### src/rtl/seg_sched_pkg.sv
// Shared constants for the segment-display page scheduler.
package seg_sched_pkg;

  // Scheduler states
  localparam logic [1:0] IDLE  = 2'd0;
  localparam logic [1:0] SHOW  = 2'd1;
  localparam logic [1:0] BLANK = 2'd2;
  localparam logic [1:0] ALERT = 2'd3;

  // Width of the dwell / blank / alert counters
  localparam int CNT_W = 32;

  // Width of a page index (up to 8 pages)
  localparam int PAGE_IDX_W = 3;

endpackage

### src/rtl/seg_rr_pick.sv
// Combinational round-robin finder: returns the first valid page at or
// after (inclusive) or strictly after (exclusive, start tested last) start.
module seg_rr_pick
  import seg_sched_pkg::*;
#(
  parameter int NUM_PAGES = 4
) (
  input  logic [NUM_PAGES-1:0]  valid,
  input  logic [PAGE_IDX_W-1:0] start,
  input  logic                  inclusive,
  output logic                  found,
  output logic [PAGE_IDX_W-1:0] idx
);

  localparam int NSLOT = 1 << PAGE_IDX_W;

  logic [NSLOT-1:0]      valid_ext;
  logic [PAGE_IDX_W-1:0] cand [NUM_PAGES];

  assign valid_ext = NSLOT'(valid);

  // Candidate k is start+k (inclusive) or start+k+1 (exclusive), wrapped.
  generate
    for (genvar gi = 0; gi < NUM_PAGES; gi++) begin : g_cand
      assign cand[gi] = PAGE_IDX_W'((int'(start) + gi + (inclusive ? 0 : 1)) % NUM_PAGES);
    end
  endgenerate

  // Scan from the farthest candidate down so the nearest hit wins.
  always_comb begin
    found = 1'b0;
    idx   = '0;
    for (int k = NUM_PAGES - 1; k >= 0; k--) begin
      if (valid_ext[cand[k]]) begin
        found = 1'b1;
        idx   = cand[k];
      end
    end
  end

endmodule

### src/rtl/seg_page_sched.sv
// Time-shares one raw 7-segment display between round-robin producer pages
// (with dwell and blank gap) and a pre-empting alert source.
module seg_page_sched
  import seg_sched_pkg::*;
#(
  parameter int          SEG_UNITS    = 4,
  parameter int          NUM_PAGES    = 4,
  parameter int unsigned DWELL_CYCLES = 50000000,
  parameter int unsigned BLANK_CYCLES = 5000000,
  parameter int unsigned ALERT_CYCLES = 100000000
) (
  input  logic                            clk,
  input  logic                            reset,
  input  logic [NUM_PAGES*SEG_UNITS*8-1:0] page_word,
  input  logic [NUM_PAGES-1:0]            page_valid,
  input  logic                            next_page,
  input  logic                            hold,
  input  logic                            alert_req,
  input  logic [SEG_UNITS*8-1:0]          alert_word,
  output logic                            alert_ack,
  output logic [SEG_UNITS*8-1:0]          word,
  output logic [PAGE_IDX_W-1:0]           cur_page,
  output logic                            page_switch
);

  localparam int W     = SEG_UNITS * 8;
  localparam int NSLOT = 1 << PAGE_IDX_W;

  localparam logic [CNT_W-1:0] DWELL_LAST = CNT_W'(DWELL_CYCLES - 1);
  localparam logic [CNT_W-1:0] BLANK_LAST = CNT_W'(BLANK_CYCLES - 1);
  localparam logic [CNT_W-1:0] ALERT_LAST = CNT_W'(ALERT_CYCLES - 1);

  logic [1:0]            state_q, state_d;
  logic [W-1:0]          word_q, word_d;
  logic [PAGE_IDX_W-1:0] cur_page_q, cur_page_d;
  logic                  alert_ack_q, alert_ack_d;
  logic                  page_switch_q, page_switch_d;
  logic [CNT_W-1:0]      dwell_q, dwell_d;
  logic [CNT_W-1:0]      blank_q, blank_d;
  logic [CNT_W-1:0]      alert_cnt_q, alert_cnt_d;
  logic [W-1:0]          alert_word_q, alert_word_d;
  logic                  resume_incl_q, resume_incl_d;

  logic [W-1:0]          page_arr [NSLOT];
  logic [NSLOT-1:0]      valid_ext;
  logic [PAGE_IDX_W-1:0] pick_start;
  logic                  pick_incl;
  logic                  pick_found;
  logic [PAGE_IDX_W-1:0] pick_idx;
  logic                  show_exit;

  // Unused index slots read as blank so any 3-bit index is safe.
  generate
    for (genvar gi = 0; gi < NSLOT; gi++) begin : g_page
      if (gi < NUM_PAGES) begin : g_real
        assign page_arr[gi] = page_word[gi*W +: W];
      end else begin : g_pad
        assign page_arr[gi] = '0;
      end
    end
  endgenerate

  assign valid_ext = NSLOT'(page_valid);

  // IDLE always searches from page 0 inclusively; BLANK searches from the
  // current page, inclusive only when resuming after an alert.
  assign pick_start = (state_q == IDLE) ? '0 : cur_page_q;
  assign pick_incl  = (state_q == IDLE) ? 1'b1 : resume_incl_q;

  seg_rr_pick #(
    .NUM_PAGES(NUM_PAGES)
  ) u_pick (
    .valid    (page_valid),
    .start    (pick_start),
    .inclusive(pick_incl),
    .found    (pick_found),
    .idx      (pick_idx)
  );

  // All exit causes collapse into one BLANK entry.
  assign show_exit = ((dwell_q == DWELL_LAST) && !hold) || next_page ||
                     !valid_ext[cur_page_q];

  // Next-state logic; alert_req overrides every other transition.
  always_comb begin
    state_d       = state_q;
    cur_page_d    = cur_page_q;
    dwell_d       = dwell_q;
    blank_d       = blank_q;
    alert_cnt_d   = alert_cnt_q;
    alert_word_d  = alert_word_q;
    resume_incl_d = resume_incl_q;
    alert_ack_d   = 1'b0;
    page_switch_d = 1'b0;
    if (alert_req) begin
      state_d      = ALERT;
      alert_word_d = alert_word;
      alert_ack_d  = 1'b1;
      alert_cnt_d  = '0;
      dwell_d      = '0;
      blank_d      = '0;
    end else begin
      case (state_q)
        IDLE: begin
          if (pick_found) begin
            state_d       = SHOW;
            cur_page_d    = pick_idx;
            page_switch_d = 1'b1;
            dwell_d       = '0;
          end
        end
        SHOW: begin
          if (show_exit) begin
            state_d       = BLANK;
            dwell_d       = '0;
            blank_d       = '0;
            resume_incl_d = 1'b0;
          end else if (!hold) begin
            dwell_d = dwell_q + 1'b1;
          end
        end
        BLANK: begin
          if (blank_q == BLANK_LAST) begin
            blank_d       = '0;
            resume_incl_d = 1'b0;
            if (pick_found) begin
              state_d       = SHOW;
              cur_page_d    = pick_idx;
              page_switch_d = 1'b1;
              dwell_d       = '0;
            end else begin
              state_d = IDLE;
            end
          end else begin
            blank_d = blank_q + 1'b1;
          end
        end
        ALERT: begin
          if (alert_cnt_q == ALERT_LAST) begin
            state_d       = BLANK;
            blank_d       = '0;
            alert_cnt_d   = '0;
            resume_incl_d = 1'b1;
          end else begin
            alert_cnt_d = alert_cnt_q + 1'b1;
          end
        end
        default: state_d = IDLE;
      endcase
    end
  end

  // Output word follows the state being entered so it lines up with state_q.
  always_comb begin
    word_d = '0;
    case (state_d)
      SHOW:    word_d = page_arr[cur_page_d];
      ALERT:   word_d = alert_word_d;
      default: word_d = '0;
    endcase
  end

  // State and output registers with asynchronous clear.
  always_ff @(posedge clk or posedge reset) begin
    if (reset) begin
      state_q       <= IDLE;
      word_q        <= '0;
      cur_page_q    <= '0;
      alert_ack_q   <= 1'b0;
      page_switch_q <= 1'b0;
      dwell_q       <= '0;
      blank_q       <= '0;
      alert_cnt_q   <= '0;
      alert_word_q  <= '0;
      resume_incl_q <= 1'b0;
    end else begin
      state_q       <= state_d;
      word_q        <= word_d;
      cur_page_q    <= cur_page_d;
      alert_ack_q   <= alert_ack_d;
      page_switch_q <= page_switch_d;
      dwell_q       <= dwell_d;
      blank_q       <= blank_d;
      alert_cnt_q   <= alert_cnt_d;
      alert_word_q  <= alert_word_d;
      resume_incl_q <= resume_incl_d;
    end
  end

  assign word        = word_q;
  assign cur_page    = cur_page_q;
  assign alert_ack   = alert_ack_q;
  assign page_switch = page_switch_q;

endmodule

### config.mk
export PLATFORM = sky130hd
export DESIGN_NAME = seg_page_sched
export DESIGN_NICKNAME = d
export VERILOG_FILES = /design/src/rtl/seg_sched_pkg.sv /design/src/rtl/seg_rr_pick.sv /design/src/rtl/seg_page_sched.sv
export SDC_FILE = /design/constraint.sdc
export NUM_CORES = 1
export LEC_CHECK = 0
export BUFFER_PORTS_ARGS = -buffer_cell sky130_fd_sc_hd__buf_2
export CAP_MARGIN = 20
export CORE_MARGIN = 5
export CORE_UTILIZATION = 51
export CTS_CLUSTER_DIAMETER = 120
export DETAILED_ROUTE_END_ITERATION = 12
export MAX_ROUTING_LAYER = met4
export PLACE_DENSITY = 0.78
export SYNTH_ARGS = -nofsm -noshare
export SYNTH_HDL_FRONTEND = slang
export SYNTH_SLANG_ARGS = --single-unit
### constraint.sdc
create_clock -name clk -period 5 [get_ports clk]
set_input_delay 0.75 -clock clk [delete_from_list [all_inputs] [get_ports clk]]
set_output_delay 0.75 -clock clk [all_outputs]
set_load 0.005 [all_outputs]
==> metrics.cfg <==
[placed_design]
io_buffer_count = 205
post-place-ws_ns = 0.8940
dp_cells = 1588
placed_area_sq_um = 11480
place.gp.congestion = 0.8914
dpl.hpwl_um = 20750

[final_layout]
nNetsFinal = 1513
final_common_cell = buf_2
area_growth_pct = 17.48
stdcell_count = 1636
drive_gt1_share_pct = 22.98
final_cell_mix = buf_2, dfrtp_1, nand2_1
final_cell_area_sq_um = 12110
fillers = 1790

[power_and_ir_drop]
p_int_mw = 2.954
total_power_mw = 4.793
powerDensity_nw_per_um2 = 395.9
combPwrFrac_pct = 37.7
leakagePower_nw = 4.950
power_switching_mw = 1.839
sw_frac_of_total_pct = 38.37
power.share.sequential_pct = 34.3
clock_power_share_pct = 28.0
irDropWorstVdd_v = 0.0003142

[clocking]
cts_hold_buf = 0
post_cts_resized = 0
clockBufferDepth = 2
htreeDepth = 4
clock-sinks = 168
clk_latency_ns = 0.43
clk_pin_slew_ns = 0.07
cts_setup_buffers = 0
cts-root-buf = clkbuf_16
cts_buffers = 17
cts_tree = done

[hold_path]
holdPathStages = 1
min_to = alert_cnt_q[23]
min_path_type = reg -> reg
min_from = alert_cnt_q[23]

[sta]
finalHoldViolations = 0
clock.fmax_mhz = 240.9
worst_slack_ns = 0.8484
slew_headroom_pct = 32.53
finalCriticalPeriod_ns = 4.152
finalMaxSlewViolations = 0
setup_violations = 0
worst_slew_pin_slew_ns = 0.9989
skew_ns = 0.01038
fin_crit_sh_pct = 83.03
tns_ns = 0
rsz0062_at_grt = no

[synthesis]
ys_warn_count = 0
syn_area_per_cell_sq_um = 8.639
synth.net_count = 1369
yosys.cell_types.count = 62
synth-main-ff-cell = dfrtp_1
ys_seq_area_share_pct = 40.79
synth_edf_count = 0
netlist.area_leader.share_pct = 40.79
synth_area_leaders = dfrtp_1, a311oi_1, nand3_1
synth_async_sr_flop_share_pct = 100.0
synth.largest_area_cell = dfrtp_1
netlist_area_sq_um = 10310
syn_inst = 1193
ys_ff_latch = 168

[flow_run]
max-cap-violations = 0

[worst_setup_path]
critPathMaxFanout = 32
cp_cell_sequence = or4_1 > or4_1 > nor4_1 > nor2_1 > nor3_1 > nand3_2 > o221ai_1
slowest_delay_ns = 0.75
path_common_cell = or4_1
critical_path.endpoint_type = flip-flop
timing.rr.start = blank_q[16]
r2r_cells = 7
cp_slowest_cell = nand3_2
crit_type = reg -> reg
worstPathRequired_ns = 5.31
arrival_ns = 4.46
reg2reg_slack_ns = 0.85
reg2reg_to = word[31]
start_kind = flip-flop

[die]
fp-row-count = 52
ioPinCount = 206
fp.dieW_um = 152.2
start_util_pct = 51.43
core_area_sq_um = 20040
fp.dieArea_sq_um = 23150
die_h_um = 152.2

[global_route]
grt_pass1_wl_um = 51090
grt_overflow = 0
grt_max_degree = 169
grtUsageTotal_pct = 27.15
grt_pass1_vias = 9865
antenna_found_initial = 13

[drt]
wirelength_um = 31370
ant_nets = 0
dr.pass1.iters = 6
drc = 0
wl_per_cell_um = 19.18
vias = 10231
post_drt_via_cell_ratio = 6.254
drt-initial-drc-count = 834

[outcome]
status = complete, no violations

==> metal layers <==
layer	wire length [um]	vias to the layer above	part of all wire [%]	global-route usage, %
met5	0	-	0	-
met4	1146	0	3.7	11.60
met3	2448	79	7.8	5.652
met2	15060	497	48	41.66
met1	12710	4929	41	35.12
li1	-	4726	-	-
==> through the flow <==
stage                     util (%)  hold slack (ns)
after CTS                    60.21           0.4916
after global placement       57.19           0.4664
after global routing         60.37           0.5068
final                        60.42           0.4894
after detailed placement     57.29           0.4851
after floorplan                  -           0.4429
==> synth_stat cells, types with 3 or more instances <==
cell	count
nor2_1	93
inv_1	15
nor3b_1	6
or4_1	6
mux2_2	33
or2_2	4
and3_1	10
clkbuf_1	70
nor4_1	17
xor2_1	11
a31oi_1	9
nand4b_1	4
nor3_1	28
buf_1	5
nor2b_1	4
nand4_1	30
o221ai_1	32
nand3_1	95
a21o_1	5
xnor2_1	37
buf_2	19
nand2_1	103
or3_1	6
o21ai_0	82
and2_1	70
o41ai_1	3
o31ai_1	12
a21oi_1	83
buf_4	5
dfrtp_1	168
a311oi_1	64
nor4b_1	12
and4_1	5
ha_1	7
nand2b_1	6
==> cell type report <==
class	count	area [sq um]	area share, %
sequential	168	4204	34.72
multi-input combinational	911	5684	46.95
timing repair buffer	224	1194	9.858
clock inverter	13	156.4	1.292
antenna	17	42.54	0.3513
clock buffer	18	429.2	3.544
tap	270	337.8	2.790
inverter	15	60.06	0.4960
==> flip-flops by register name, indices dropped and copies added, names as in the netlist <==
signal,cells
alert_ack,1
page_switch,1
state_q,2
word,32
alert_cnt_q,32
alert_word_q,32
resume_incl_q,1
blank_q,32
cur_page,3
dwell_q,32
==> cell families (layout without fill, tap and decap cells) <==
logic type               Yosys count  in the layout  share of synthesized area [%]
flip-flops                       168            168                          40.79
adder cells (fa/ha/maj)            7              7                         0.8498
XOR/XNOR                          48             48                          4.079
AND/OR/NAND/NOR                  507            507                          25.36
multiplexers                      36             36                          4.018
AO/OA/AOI/OAI                    313            313                          20.34
buffers and inverters            114            270                          4.565
other                              0             17                              0
==> worst max-delay path by stage <==
stage	from	end	slack, ns	cells past startpoint
2_1_floorplan	blank_q[16]	word[10]	1.97	9
3_3_place_gp	page_valid[2]	word[30]	0.88	9
3_5_place_dp	blank_q[16]	word[12]	0.89	7
4_1_cts	blank_q[16]	word[0]	0.89	7
5_1_grt	blank_q[16]	word[31]	0.64	7
6_report	blank_q[16]	word[31]	0.85	7
==> power groups by stage <==
stage	registers [mW]	logic, mW	clock network [mW]
floorplan	1.64	1.17	0
global placement	1.66	1.72	0
detailed placement	1.66	1.77	0
CTS	1.64	1.78	1.36
global route	1.66	1.95	1.41
finish	1.64	1.81	1.34
==> critical path, delay by kind of cell, from the launching register on <==
kind	cells	cell delay [ns]
and+or+nand+nor	6	3.07
AOI/OAI and AO/OA	1	0.51
DFF	1	0.44
Note: power is estimated with default switching activity, not from simulation.
